<file path="src/rtl/loader_pkg.sv">
// Shared types and helpers for the serial program loader.
package loader_pkg;

    localparam int unsigned BYTE_W    = 8;
    localparam int unsigned MAX_BYTES = 16;
    localparam int unsigned MAX_W     = BYTE_W * MAX_BYTES;

    typedef enum logic {
        ST_LOAD = 1'b0,
        ST_RUN  = 1'b1
    } state_e;

    // All-ones marker covering the low nbytes bytes; callers truncate to their word width.
    function automatic logic [MAX_W-1:0] default_end_marker(input int unsigned nbytes);
        logic [MAX_W-1:0] r;
        r = '0;
        for (int unsigned i = 0; i < MAX_W; i++) begin
            if (i < BYTE_W * nbytes) begin
                r[i] = 1'b1;
            end
        end
        return r;
    endfunction

    // Drops byte b into lane idx of a word of nbytes bytes; lane 0 is the LSB when little.
    function automatic logic [MAX_W-1:0] place_byte(input logic [MAX_W-1:0]  word,
                                                    input logic [BYTE_W-1:0] b,
                                                    input int unsigned       idx,
                                                    input int unsigned       nbytes,
                                                    input logic              little);
        logic [MAX_W-1:0] r;
        int unsigned      pos;
        pos = little ? idx : (nbytes - 1 - idx);
        r   = word;
        r[BYTE_W*pos +: BYTE_W] = b;
        return r;
    endfunction

endpackage

</file>
<file path="src/rtl/serial_program_loader_if.sv">
// Byte-stream, instruction-memory and pass-through signals of the loader.
interface serial_program_loader_if #(
    parameter int unsigned BYTES_PER_WORD = 4,
    parameter int unsigned ADDR_W         = 14
);
    import loader_pkg::*;

    localparam int unsigned W = BYTE_W * BYTES_PER_WORD;

    logic [BYTE_W-1:0] rx_data;
    logic              rx_valid;
    logic              restart;
    logic              imem_we;
    logic [ADDR_W-1:0] imem_addr;
    logic [W-1:0]      imem_wdata;
    logic              load_done;
    logic [ADDR_W:0]   word_count;
    logic              overflow;
    logic              timeout_err;
    logic [BYTE_W-1:0] pass_data;
    logic              pass_valid;

    // Drives the byte stream and observes the loader.
    modport master (
        output rx_data, rx_valid, restart,
        input  imem_we, imem_addr, imem_wdata, load_done, word_count,
        input  overflow, timeout_err, pass_data, pass_valid
    );

    // The loader itself.
    modport slave (
        input  rx_data, rx_valid, restart,
        output imem_we, imem_addr, imem_wdata, load_done, word_count,
        output overflow, timeout_err, pass_data, pass_valid
    );

endinterface

</file>
<file path="src/rtl/word_assembler.sv">
// Collects bytes into words and discards stale partial words after an idle timeout.
module word_assembler
    import loader_pkg::*;
#(
    parameter int unsigned BYTES_PER_WORD = 4,
    parameter bit          LITTLE_ENDIAN  = 1'b0,
    parameter int unsigned TIMEOUT        = 0
) (
    input  logic                             CLK,
    input  logic                             XRST,
    input  logic                             enable,
    input  logic                             clear,
    input  logic [BYTE_W-1:0]                rx_data,
    input  logic                             rx_valid,
    output logic                             word_valid,
    output logic [BYTE_W*BYTES_PER_WORD-1:0] word,
    output logic                             timeout_pulse
);

    localparam int unsigned W     = BYTE_W * BYTES_PER_WORD;
    localparam int unsigned IDX_W = (BYTES_PER_WORD > 1) ? $clog2(BYTES_PER_WORD) : 1;
    localparam int unsigned CNT_W = (TIMEOUT > 1) ? $clog2(TIMEOUT + 1) : 1;
    localparam logic [IDX_W-1:0] LAST_IDX = IDX_W'(BYTES_PER_WORD - 1);
    // Fires on the TIMEOUT-th idle cycle, i.e. when the count already equals TIMEOUT-1.
    localparam logic [CNT_W-1:0] FIRE_CNT = CNT_W'((TIMEOUT > 0) ? (TIMEOUT - 1) : 0);

    logic [W-1:0]     shift_q, shift_d, placed;
    logic [IDX_W-1:0] byte_idx_q, byte_idx_d;
    logic [CNT_W-1:0] idle_q, idle_d;
    logic             accept, last_byte, idle_tick;

    assign accept    = enable && !clear && rx_valid;
    assign last_byte = (byte_idx_q == LAST_IDX);
    assign idle_tick = (TIMEOUT != 0) && enable && !clear && !rx_valid && (byte_idx_q != '0);
    assign placed    = W'(place_byte(MAX_W'(shift_q), rx_data, 32'(byte_idx_q),
                                     BYTES_PER_WORD, LITTLE_ENDIAN));

    assign word_valid = accept && last_byte;
    assign word       = placed;

    // Next byte position, shift contents and idle count.
    always_comb begin
        shift_d       = shift_q;
        byte_idx_d    = byte_idx_q;
        idle_d        = idle_q;
        timeout_pulse = 1'b0;
        if (clear) begin
            shift_d    = '0;
            byte_idx_d = '0;
            idle_d     = '0;
        end else if (accept) begin
            shift_d    = placed;
            byte_idx_d = last_byte ? '0 : byte_idx_q + 1'b1;
            idle_d     = '0;
        end else if (idle_tick) begin
            if (idle_q == FIRE_CNT) begin
                timeout_pulse = 1'b1;
                shift_d       = '0;
                byte_idx_d    = '0;
                idle_d        = '0;
            end else begin
                idle_d = idle_q + 1'b1;
            end
        end
    end

    // Assembly state registers.
    always_ff @(posedge CLK or negedge XRST) begin
        if (!XRST) begin
            shift_q    <= '0;
            byte_idx_q <= '0;
            idle_q     <= '0;
        end else begin
            shift_q    <= shift_d;
            byte_idx_q <= byte_idx_d;
            idle_q     <= idle_d;
        end
    end

endmodule

</file>
<file path="src/rtl/serial_program_loader.sv">
// Boot loader: writes received words to instruction memory until an end marker, then
// forwards every later byte to the CPU input path.
module serial_program_loader
    import loader_pkg::*;
#(
    parameter int unsigned                      BYTES_PER_WORD = 4,
    parameter int unsigned                      ADDR_W         = 14,
    parameter logic [BYTE_W*BYTES_PER_WORD-1:0] END_MARKER     =
        (BYTE_W * BYTES_PER_WORD)'(default_end_marker(BYTES_PER_WORD)),
    parameter bit                               LITTLE_ENDIAN  = 1'b0,
    parameter int unsigned                      TIMEOUT        = 0
) (
    input logic                    CLK,
    input logic                    XRST,
    serial_program_loader_if.slave bus
);

    localparam int unsigned W = BYTE_W * BYTES_PER_WORD;

    state_e            state_q, state_d;
    logic [ADDR_W:0]   word_count_q, word_count_d;
    logic              overflow_q, overflow_d;
    logic              timeout_err_q, timeout_err_d;
    logic              imem_we_q, imem_we_d;
    logic [ADDR_W-1:0] imem_addr_q, imem_addr_d;
    logic [W-1:0]      imem_wdata_q, imem_wdata_d;
    logic              pass_valid_q, pass_valid_d;
    logic [BYTE_W-1:0] pass_data_q, pass_data_d;

    logic         word_valid;
    logic [W-1:0] word;
    logic         timeout_pulse;

    word_assembler #(
        .BYTES_PER_WORD (BYTES_PER_WORD),
        .LITTLE_ENDIAN  (LITTLE_ENDIAN),
        .TIMEOUT        (TIMEOUT)
    ) u_word_assembler (
        .CLK           (CLK),
        .XRST          (XRST),
        .enable        (state_q == ST_LOAD),
        .clear         (bus.restart),
        .rx_data       (bus.rx_data),
        .rx_valid      (bus.rx_valid),
        .word_valid    (word_valid),
        .word          (word),
        .timeout_pulse (timeout_pulse)
    );

    // Next state, write decision and pass-through; restart overrides everything.
    always_comb begin
        state_d       = state_q;
        word_count_d  = word_count_q;
        overflow_d    = overflow_q;
        timeout_err_d = timeout_err_q;
        imem_we_d     = 1'b0;
        imem_addr_d   = imem_addr_q;
        imem_wdata_d  = imem_wdata_q;
        pass_valid_d  = 1'b0;
        pass_data_d   = pass_data_q;
        if (bus.restart) begin
            state_d       = ST_LOAD;
            word_count_d  = '0;
            overflow_d    = 1'b0;
            timeout_err_d = 1'b0;
        end else begin
            case (state_q)
                ST_LOAD: begin
                    if (word_valid) begin
                        if (word == END_MARKER) begin
                            state_d = ST_RUN;
                        end else if (!word_count_q[ADDR_W]) begin
                            // Top bit clear means word_count < DEPTH.
                            imem_we_d    = 1'b1;
                            imem_addr_d  = word_count_q[ADDR_W-1:0];
                            imem_wdata_d = word;
                            word_count_d = word_count_q + 1'b1;
                        end else begin
                            overflow_d = 1'b1;
                        end
                    end
                    if (timeout_pulse) begin
                        timeout_err_d = 1'b1;
                    end
                end
                ST_RUN: begin
                    if (bus.rx_valid) begin
                        pass_valid_d = 1'b1;
                        pass_data_d  = bus.rx_data;
                    end
                end
                default: state_d = ST_LOAD;
            endcase
        end
    end

    // State and output registers.
    always_ff @(posedge CLK or negedge XRST) begin
        if (!XRST) begin
            state_q       <= ST_LOAD;
            word_count_q  <= '0;
            overflow_q    <= 1'b0;
            timeout_err_q <= 1'b0;
            imem_we_q     <= 1'b0;
            imem_addr_q   <= '0;
            imem_wdata_q  <= '0;
            pass_valid_q  <= 1'b0;
            pass_data_q   <= '0;
        end else begin
            state_q       <= state_d;
            word_count_q  <= word_count_d;
            overflow_q    <= overflow_d;
            timeout_err_q <= timeout_err_d;
            imem_we_q     <= imem_we_d;
            imem_addr_q   <= imem_addr_d;
            imem_wdata_q  <= imem_wdata_d;
            pass_valid_q  <= pass_valid_d;
            pass_data_q   <= pass_data_d;
        end
    end

    assign bus.imem_we     = imem_we_q;
    assign bus.imem_addr   = imem_addr_q;
    assign bus.imem_wdata  = imem_wdata_q;
    assign bus.load_done   = (state_q == ST_RUN);
    assign bus.word_count  = word_count_q;
    assign bus.overflow    = overflow_q;
    assign bus.timeout_err = timeout_err_q;
    assign bus.pass_data   = pass_data_q;
    assign bus.pass_valid  = pass_valid_q;

endmodule
</file>
<file path="src/flat_wrapper.sv">
// flat-port wrapper written by rule: the top's interface ports become plain ports
module serial_program_loader_flat import loader_pkg::*;
#(
    parameter int unsigned                      BYTES_PER_WORD = 4,
    parameter int unsigned                      ADDR_W         = 14,
    parameter logic [BYTE_W*BYTES_PER_WORD-1:0] END_MARKER     =
        (BYTE_W * BYTES_PER_WORD)'(default_end_marker(BYTES_PER_WORD)),
    parameter bit                               LITTLE_ENDIAN  = 1'b0,
    parameter int unsigned                      TIMEOUT        = 0
)
  (CLK, XRST, bus_rx_data, bus_rx_valid, bus_restart, bus_imem_we, bus_imem_addr, bus_imem_wdata, bus_load_done, bus_word_count, bus_overflow, bus_timeout_err, bus_pass_data, bus_pass_valid);
  serial_program_loader_if #(.BYTES_PER_WORD(BYTES_PER_WORD), .ADDR_W(ADDR_W)) bus_i ();
  input logic CLK;
  input logic XRST;
  input wire logic [$bits(bus_i.rx_data)-1:0] bus_rx_data;
  input wire logic [$bits(bus_i.rx_valid)-1:0] bus_rx_valid;
  input wire logic [$bits(bus_i.restart)-1:0] bus_restart;
  output wire logic [$bits(bus_i.imem_we)-1:0] bus_imem_we;
  output wire logic [$bits(bus_i.imem_addr)-1:0] bus_imem_addr;
  output wire logic [$bits(bus_i.imem_wdata)-1:0] bus_imem_wdata;
  output wire logic [$bits(bus_i.load_done)-1:0] bus_load_done;
  output wire logic [$bits(bus_i.word_count)-1:0] bus_word_count;
  output wire logic [$bits(bus_i.overflow)-1:0] bus_overflow;
  output wire logic [$bits(bus_i.timeout_err)-1:0] bus_timeout_err;
  output wire logic [$bits(bus_i.pass_data)-1:0] bus_pass_data;
  output wire logic [$bits(bus_i.pass_valid)-1:0] bus_pass_valid;
  assign bus_i.rx_data = bus_rx_data;
  assign bus_i.rx_valid = bus_rx_valid;
  assign bus_i.restart = bus_restart;
  assign bus_imem_we = bus_i.imem_we;
  assign bus_imem_addr = bus_i.imem_addr;
  assign bus_imem_wdata = bus_i.imem_wdata;
  assign bus_load_done = bus_i.load_done;
  assign bus_word_count = bus_i.word_count;
  assign bus_overflow = bus_i.overflow;
  assign bus_timeout_err = bus_i.timeout_err;
  assign bus_pass_data = bus_i.pass_data;
  assign bus_pass_valid = bus_i.pass_valid;
  serial_program_loader #(.BYTES_PER_WORD(BYTES_PER_WORD), .ADDR_W(ADDR_W), .END_MARKER(END_MARKER), .LITTLE_ENDIAN(LITTLE_ENDIAN), .TIMEOUT(TIMEOUT)) u_core (.CLK(CLK), .XRST(XRST), .bus(bus_i));
endmodule
</file>
<file path="config.mk">
export PLATFORM = sky130hd
export DESIGN_NAME = serial_program_loader_flat
export DESIGN_NICKNAME = d
export VERILOG_FILES = /design/src/rtl/loader_pkg.sv /design/src/rtl/serial_program_loader_if.sv /design/src/rtl/word_assembler.sv /design/src/rtl/serial_program_loader.sv /design/src/flat_wrapper.sv
export SDC_FILE = /design/constraint.sdc
export NUM_CORES = 1
export LEC_CHECK = 0
export CAP_MARGIN = 20
export CORE_MARGIN = 5
export CORE_UTILIZATION = 45
export CTS_CLUSTER_DIAMETER = 30
export DETAILED_ROUTE_END_ITERATION = 10
export GPL_TIMING_DRIVEN = 0
export HOLD_SLACK_MARGIN = 0.02
export PLACE_DENSITY = 0.7
export SLEW_MARGIN = 20
export SYNTH_ARGS = -nofsm -noshare
export SYNTH_HDL_FRONTEND = slang
export SYNTH_SLANG_ARGS = --single-unit
</file>
<file path="constraint.sdc">
create_clock -name CLK -period 7 [get_ports CLK]
set_input_delay 1.05 -clock CLK [delete_from_list [all_inputs] [get_ports CLK]]
set_output_delay 1.05 -clock CLK [all_outputs]
set_load 0.01 [all_outputs]
</file>
# == Word level (Yosys, flattened, before mapping) ==
# Cells that the tools add are included.
# word_totals
reg_bits,108
input_bits,12
word_cells,68
# classes
add_sub_neg,4
eq_ne,5
n_shift,2
mux,29
bitwise_logic,4
reduce_logical,12
# op_table
operator,n
bitwise mux 128 bit,1
"variable shift 8 x 34 -> 128 bit, first input constant",1
variable part select 8 x 34 -> 128 bit,1
2-to-1 mux 15 bit,5
2-to-1 mux 32 bit,2
negator 32 -> 34 bit,1
"== test 32 bit, second input constant",1
2-to-1 mux 1 bit,18
"adder 15 x 1 -> 15 bit, second input constant",1
AND reduction 4 bit,2
2-to-1 mux 2 bit,3
"inequality test 2 bit, second input constant",3
AND reduction 3 bit,2
nonzero test 2 bit,3
AND reduction 5 bit,1
NOT 1 bit,4
logical AND 1 bit,3
"subtractor 2 x 2 -> 3 bit, first input constant",1
"adder 2 x 1 -> 2 bit, second input constant",1
"== test 2 bit, second input constant",1
logical NOT 1 bit,1

# == Logic depth before layout (Yosys ltp) ==
# depth
word_depth,9
depth_mapped,14
depth_no_buf,10

# == Hierarchy ==
# Synthesis repeated with hierarchy kept, for this count alone.
# hier_totals
hier_cells,423
hier_area_um2,5063.6
# by_module_without_submodules
mod,instances,cells_each,area_each_um2,seq_area_each_um2
serial_program_loader,1,250,3220.6,1851.8
word_assembler,1,173,1843.0,850.8

# == Least setup slack after synthesis ==
# Ideal clock, no wire load.
# synth_timing
kind,register to register
from,register u_core.u_word_assembler.byte_idx_q[0]
to,register u_core.imem_wdata_q[14] (netlist: u_core.bus.imem_wdata[14])
setup_time_ns,0.133
arrival_time_ns,2.897
required_ns,6.867
setup_slack_ns,3.970
path_stages_with_launch,13
path_buffers,4
synth_period_minus_slack_ns,3.030
path_cell_list,dfrtp_1 > buf_2 > inv_1 > ha_1 > clkbuf_1 > nor4b_4 > a21oi_1 > nor4_1 > nand3_1 > o21ai_4 > buf_4 > buf_4 > o21ai_0
# synth_between
elab_chain_len,7
word_cells_on_any_way,10
# synth_rtl
item,line_no,source
from (decl),word_assembler.sv:28,"logic [IDX_W-1:0] byte_idx_q, byte_idx_d;"
from (signal assigned),word_assembler.sv:75,byte_idx_q <= byte_idx_d;
subtractor 2 x 2 -> 3 bit,loader_pkg.sv:33,pos = little ? idx : (nbytes - 1 - idx);
negator 32 -> 34 bit,loader_pkg.sv:35,r[BYTE_W*pos +: BYTE_W] = b;
variable part select 8 x 34 -> 128 bit or variable shift 8 x 34 -> 128 bit (tied branches),loader_pkg.sv:35,
bitwise mux 128 bit,loader_pkg.sv:35,
== test 32 bit,serial_program_loader.sv:70,if (word == END_MARKER) begin
NOT 1 bit (no line),-,
AND reduction 5 bit (no line),-,
to (signal assigned),serial_program_loader.sv:116,imem_wdata_q <= imem_wdata_d;
to (decl),serial_program_loader.sv:26,"logic [W-1:0] imem_wdata_q, imem_wdata_d;"
# Several ways; a longest one is shown, not always the timed one.
# A chain may end at the register's enable or synchronous reset.

# == Worst setup path in the final report ==
# layout_timing
from,register u_core.u_word_assembler.byte_idx_q[0]
to,register u_core.imem_wdata_q[27] (netlist: u_core.bus.imem_wdata[27])
# Same word-level chain as after synthesis.

==> metrics.txt <==
# TYPE chip_impl_metric gauge
chip_impl_info{name="run_status",value="completed"} 1
chip_impl_metric{name="finalHoldViolations",unit=""} 0
chip_impl_metric{name="finalWorstPathRequiredPeriod",unit="ns"} 4.11
chip_impl_metric{name="wl_per_cell",unit="um"} 18.0
chip_impl_metric{name="worstMarginPinSlew",unit="ns"} 0.694
chip_impl_info{name="path_class",value="reg -> reg"} 1
chip_impl_metric{name="syn2layout_area_growth",unit="%"} 24.5
chip_impl_info{name="min_path_type",value="reg -> reg"} 1
chip_impl_metric{name="grt_first_pass_wirelength",unit="um"} 21400
chip_impl_metric{name="grt_remaining_overflow",unit=""} 0
chip_impl_metric{name="synthesis.yosys.warnings",unit=""} 0
chip_impl_metric{name="fillerInstances",unit=""} 994
chip_impl_metric{name="worst-endpoint-arrival",unit="ns"} 4.40
chip_impl_metric{name="clk_path_buf_depth",unit=""} 2
chip_impl_metric{name="met1_global_route_usage",unit="%"} 29.4
chip_impl_metric{name="power.ir.vdd_worst",unit="uV"} 122
chip_impl_metric{name="slew_viol_final",unit=""} 0
chip_impl_metric{name="dp.cells",unit=""} 703
chip_impl_info{name="timing.critical_path.max_delay_family",value="simple AND/OR/NAND/NOR gates"} 1
chip_impl_metric{name="pwr_density_cell",unit="mW/mm^2"} 186
chip_impl_metric{name="syn_area_per_cell",unit="um^2"} 10.1
chip_impl_info{name="setup_repair_after_global_routing_missed_its_margin",value="false"} 1
chip_impl_metric{name="gr-usage-met3",unit="%"} 3.40
chip_impl_metric{name="route.detailed.drc",unit=""} 0
chip_impl_metric{name="cts.hold.buffers_added",unit=""} 0
chip_impl_metric{name="asyncSetResetFlopFracSynth",unit="%"} 100
chip_impl_metric{name="max_fo_critical_path",unit=""} 10
chip_impl_info{name="clock-root-buffer",value="sky130_fd_sc_hd__clkbuf_8"} 1
chip_impl_metric{name="synth_enable_flop_cells",unit=""} 0
chip_impl_metric{name="fin_worst_skew",unit="ns"} 0.0142
chip_impl_metric{name="routing_usage_on_met2",unit="%"} 32.7
chip_impl_metric{name="gp_congestion",unit=""} 0.890
chip_impl_metric{name="mappedNetlistNets",unit=""} 500
chip_impl_info{name="worst_path_most_repeated_cell",value="sky130_fd_sc_hd__buf_4"} 1
chip_impl_metric{name="drtIter0Drc",unit=""} 197
chip_impl_info{name="cp_cell_sequence",value="buf_2 -> inv_1 -> ha_1 -> clkbuf_1 -> nor4b_4 -> a21oi_1 -> nor4_1 -> nand3_1 -> o21ai_4 -> buf_4 -> buf_4 -> nand2_1 -> o21ai_0"} 1
chip_impl_metric{name="cts.repair_timing.setup_buffer_count",unit=""} 0
chip_impl_metric{name="clock_sinks",unit=""} 107
chip_impl_metric{name="die_width",unit="um"} 114
chip_impl_info{name="critical_path.startpoint_type",value="flop"} 1
chip_impl_info{name="end_kind",value="flop"} 1
chip_impl_metric{name="worst_slew_margin_rel",unit="%"} 53.8
chip_impl_metric{name="antennaDiodeCount",unit=""} 0
chip_impl_metric{name="syn-cell-area",unit="mm^2"} 0.00485
chip_impl_metric{name="setup_viol_count_final",unit=""} 0
chip_impl_metric{name="antenna_violations_before_repair",unit=""} 0
chip_impl_metric{name="ant_nets_after_route",unit=""} 0
chip_impl_metric{name="ioPinCount",unit=""} 86
chip_impl_metric{name="placeableCoreArea",unit="mm^2"} 0.0107
chip_impl_metric{name="max_stage_delay",unit="ns"} 0.59
chip_impl_info{name="critical_path.slowest_cell",value="sky130_fd_sc_hd__nor4b_4"} 1
chip_impl_metric{name="period_share",unit="%"} 58.7
chip_impl_metric{name="detailroute.via_count",unit=""} 4021
chip_impl_metric{name="cts_inserted_buffers",unit=""} 9
chip_impl_metric{name="cp.buffers_inverters",unit=""} 5
chip_impl_metric{name="synth-seq-cells",unit=""} 107
chip_impl_metric{name="start_util",unit="%"} 45.4
chip_impl_metric{name="maxClockFrequency",unit="MHz"} 243
chip_impl_metric{name="die_h",unit="um"} 114
chip_impl_metric{name="postSynthCellCount",unit=""} 482
chip_impl_metric{name="placementRows",unit=""} 38
chip_impl_metric{name="clk_transition_reported_paths",unit="ns"} 0.10
chip_impl_metric{name="hpwl_detailed",unit="um"} 9340
chip_impl_info{name="clock_tree_from_tritoncts",value="done"} 1
chip_impl_metric{name="crit_required",unit="ns"} 7.29
chip_impl_metric{name="grt_max_degree",unit=""} 69
chip_impl_metric{name="setup_total_negative_slack",unit="ns"} 0
chip_impl_metric{name="timing.max_cap.violations",unit=""} 0
chip_impl_metric{name="via_per_inst",unit=""} 5.60
chip_impl_metric{name="ctsResizeCount",unit=""} 0
chip_impl_metric{name="floorplan.die_area",unit="mm^2"} 0.0130
chip_impl_metric{name="finalNetCount",unit=""} 592
chip_impl_metric{name="detailed_route_wire_length",unit="um"} 13000
chip_impl_metric{name="grt_util_all_layers",unit="%"} 20.7
chip_impl_metric{name="grt_pass1_vias",unit=""} 4015
chip_impl_metric{name="drive_above_1_share",unit="%"} 6.75
chip_impl_metric{name="power.static_leakage",unit="nW"} 2.66
chip_impl_metric{name="post_synth_num_cell_types",unit=""} 45
chip_impl_metric{name="portBuffers",unit=""} 80
chip_impl_metric{name="drt_pass1_iterations",unit=""} 5
chip_impl_metric{name="ys_seq_area_share",unit="%"} 55.2
chip_impl_info{name="ys_dominant_reg_cell",value="sky130_fd_sc_hd__dfrtp_1"} 1
chip_impl_metric{name="clk-insertion-delay-late",unit="ns"} 0.38
chip_impl_metric{name="final-instance-count-excl-fill",unit=""} 718
chip_impl_metric{name="htree_levels",unit=""} 3
chip_impl_info{name="busiest_layer",value="met2"} 1
==> where the power goes <==
group	total, W	switching [W]	leakage (nW)	internal (W)
registers	0.000636	0.00000749	1.49	0.000629
logic	0.000117	0.0000765	1.09	0.0000408
clock network	0.000373	0.000209	0.0816	0.000164
total	0.00113	0.000293	2.66	0.000833
==> final cells by class <==
cell class | count | area (um^2) | area share (%)
buffer | 35 | 160 | 2.65
clock buffer | 11 | 131 | 2.17
clock inverter | 4 | 52.6 | 0.870
inverter | 6 | 22.5 | 0.373
multi-input combinational | 334 | 1990 | 33.0
sequential | 107 | 2680 | 44.3
tap | 140 | 175 | 2.90
timing repair buffer | 81 | 830 | 13.7
==> flip-flops by register name (all words and copies together), names as in the netlist <==
register / cells
u_core.bus.imem_addr: 14
u_core.bus.pass_data: 8
u_core.bus.pass_valid: 1
u_core.u_word_assembler.byte_idx_q: 2
u_core.bus.overflow: 1
u_core.bus.load_done: 1
u_core.bus.word_count: 15
u_core.bus.imem_wdata: 32
u_core.u_word_assembler.shift_q: 32
u_core.bus.imem_we: 1
==> cell families after synthesis <==
family,Yosys count,share of synthesized area (%)
multiplexers,12,2.68
buffers and inverters,41,3.76
AO/OA/AOI/OAI,134,17.9
other,1,0.0772
AND/OR/NAND/NOR,176,18.0
flip-flops,107,55.2
adder cells (fa/ha/maj),6,1.55
XOR/XNOR,5,0.902
==> worst paths after layout <==
| kind | start | depth (start not counted) | to | slack [ns] |
|---|---|---|---|---|
| hold reg to reg | u_core.bus.imem_addr[0] | 2 | u_core.bus.imem_addr[0] | 0.48 |
| setup reg to reg | u_core.u_word_assembler.byte_idx_q[0] | 13 | u_core.bus.imem_wdata[27] | 2.89 |
| min in group asynchronous | XRST | 1 | u_core.bus.word_count[10] | 0.57 |
| max in group asynchronous | XRST | 2 | u_core.bus.imem_wdata[7] | 5.78 |
| hold / removal | u_core.bus.imem_addr[0] | 2 | u_core.bus.imem_addr[0] | 0.48 |
| setup / recovery | u_core.u_word_assembler.byte_idx_q[0] | 13 | u_core.bus.imem_wdata[27] | 2.89 |
==> worst register-to-register path, delay by kind of cell (launching register included) <==
family          cells  cell delay (ns)
simple gates        4             1.46
buf+inv             5             1.10
compound gates      3             0.69
flops               1             0.46
fa+ha+maj           1             0.33
==> cells in the final DEF (no fill, tap or decap), types with 5 or more instances in the layout <==
| cell type | netlist | final |
|---|---|---|
| sky130_fd_sc_hd__a21oi_1 | 27 | 27 |
| sky130_fd_sc_hd__a22o_1 | 27 | 27 |
| sky130_fd_sc_hd__a31oi_1 | 14 | 14 |
| sky130_fd_sc_hd__a32oi_1 | 5 | 5 |
| sky130_fd_sc_hd__and3_1 | 6 | 6 |
| sky130_fd_sc_hd__buf_2 | 8 | 8 |
| sky130_fd_sc_hd__buf_4 | 5 | 5 |
| sky130_fd_sc_hd__clkbuf_1 | 20 | 22 |
| sky130_fd_sc_hd__clkbuf_8 | 0 | 9 |
| sky130_fd_sc_hd__clkdlybuf4s50_1 | 0 | 79 |
| sky130_fd_sc_hd__dfrtp_1 | 107 | 107 |
| sky130_fd_sc_hd__ha_1 | 6 | 6 |
| sky130_fd_sc_hd__inv_1 | 5 | 5 |
| sky130_fd_sc_hd__mux2_2 | 8 | 8 |
| sky130_fd_sc_hd__nand2_1 | 88 | 88 |
| sky130_fd_sc_hd__nand3_1 | 7 | 7 |
| sky130_fd_sc_hd__nor2_1 | 15 | 15 |
| sky130_fd_sc_hd__nor2b_1 | 31 | 31 |
| sky130_fd_sc_hd__nor3_1 | 5 | 5 |
| sky130_fd_sc_hd__o21ai_0 | 40 | 40 |
==> routing by layer <==
layer	part of all wire, %	vias to the layer above
li1	-	1878
met1	45	2001
met2	47	122
met3	5.5	20
met4	1.9	0
met5	0	-
==> metrics by stage <==
step | area, um^2 | setup WS [ns] | util (%) | total power (W) | hold slack, ns
finish | 6040 | 2.89 | 56.5 | 0.00113 | 0.485
global route | 6040 | 2.53 | 56.5 | 0.00117 | 0.510
CTS | 6040 | 2.93 | 56.5 | 0.00113 | 0.488
detailed placement | 5860 | 2.91 | 54.8 | 0.000765 | 0.466
global placement | 5830 | 0.833 | 54.5 | 0.000761 | 0.457
floorplan | 4850 | 3.97 | - | 0.000708 | 0.442
==> synthesized netlist by cell type (2+ instances only) <==
| cell type | instances | area (um^2) |
|---|---|---|
| sky130_fd_sc_hd__a21oi_1 | 27 | 135 |
| sky130_fd_sc_hd__a22o_1 | 27 | 236 |
| sky130_fd_sc_hd__a22oi_1 | 2 | 15.0 |
| sky130_fd_sc_hd__a31oi_1 | 14 | 87.6 |
| sky130_fd_sc_hd__a32oi_1 | 5 | 43.8 |
| sky130_fd_sc_hd__a41oi_1 | 2 | 17.5 |
| sky130_fd_sc_hd__and2_1 | 2 | 12.5 |
| sky130_fd_sc_hd__and3_1 | 6 | 37.5 |
| sky130_fd_sc_hd__and4b_1 | 4 | 40.0 |
| sky130_fd_sc_hd__buf_1 | 2 | 7.51 |
| sky130_fd_sc_hd__buf_2 | 8 | 40.0 |
| sky130_fd_sc_hd__buf_4 | 5 | 37.5 |
| sky130_fd_sc_hd__clkbuf_1 | 20 | 75.1 |
| sky130_fd_sc_hd__dfrtp_1 | 107 | 2680 |
| sky130_fd_sc_hd__ha_1 | 6 | 75.1 |
| sky130_fd_sc_hd__inv_1 | 5 | 18.8 |
| sky130_fd_sc_hd__mux2_2 | 8 | 90.1 |
| sky130_fd_sc_hd__mux2i_1 | 4 | 40.0 |
| sky130_fd_sc_hd__nand2_1 | 88 | 330 |
| sky130_fd_sc_hd__nand3_1 | 7 | 35.0 |
| sky130_fd_sc_hd__nand4_1 | 4 | 25.0 |
| sky130_fd_sc_hd__nor2_1 | 15 | 56.3 |
| sky130_fd_sc_hd__nor2b_1 | 31 | 194 |
| sky130_fd_sc_hd__nor3_1 | 5 | 25.0 |
| sky130_fd_sc_hd__nor4_1 | 4 | 25.0 |
| sky130_fd_sc_hd__o211ai_1 | 4 | 30.0 |
| sky130_fd_sc_hd__o21a_1 | 4 | 30.0 |
| sky130_fd_sc_hd__o21ai_0 | 40 | 200 |
| sky130_fd_sc_hd__o21ai_1 | 3 | 15.0 |
| sky130_fd_sc_hd__o31ai_1 | 2 | 15.0 |
| sky130_fd_sc_hd__or3_1 | 4 | 25.0 |
| sky130_fd_sc_hd__xnor2_1 | 2 | 17.5 |
| sky130_fd_sc_hd__xor2_1 | 3 | 26.3 |
(Power assumes the default switching activity.)
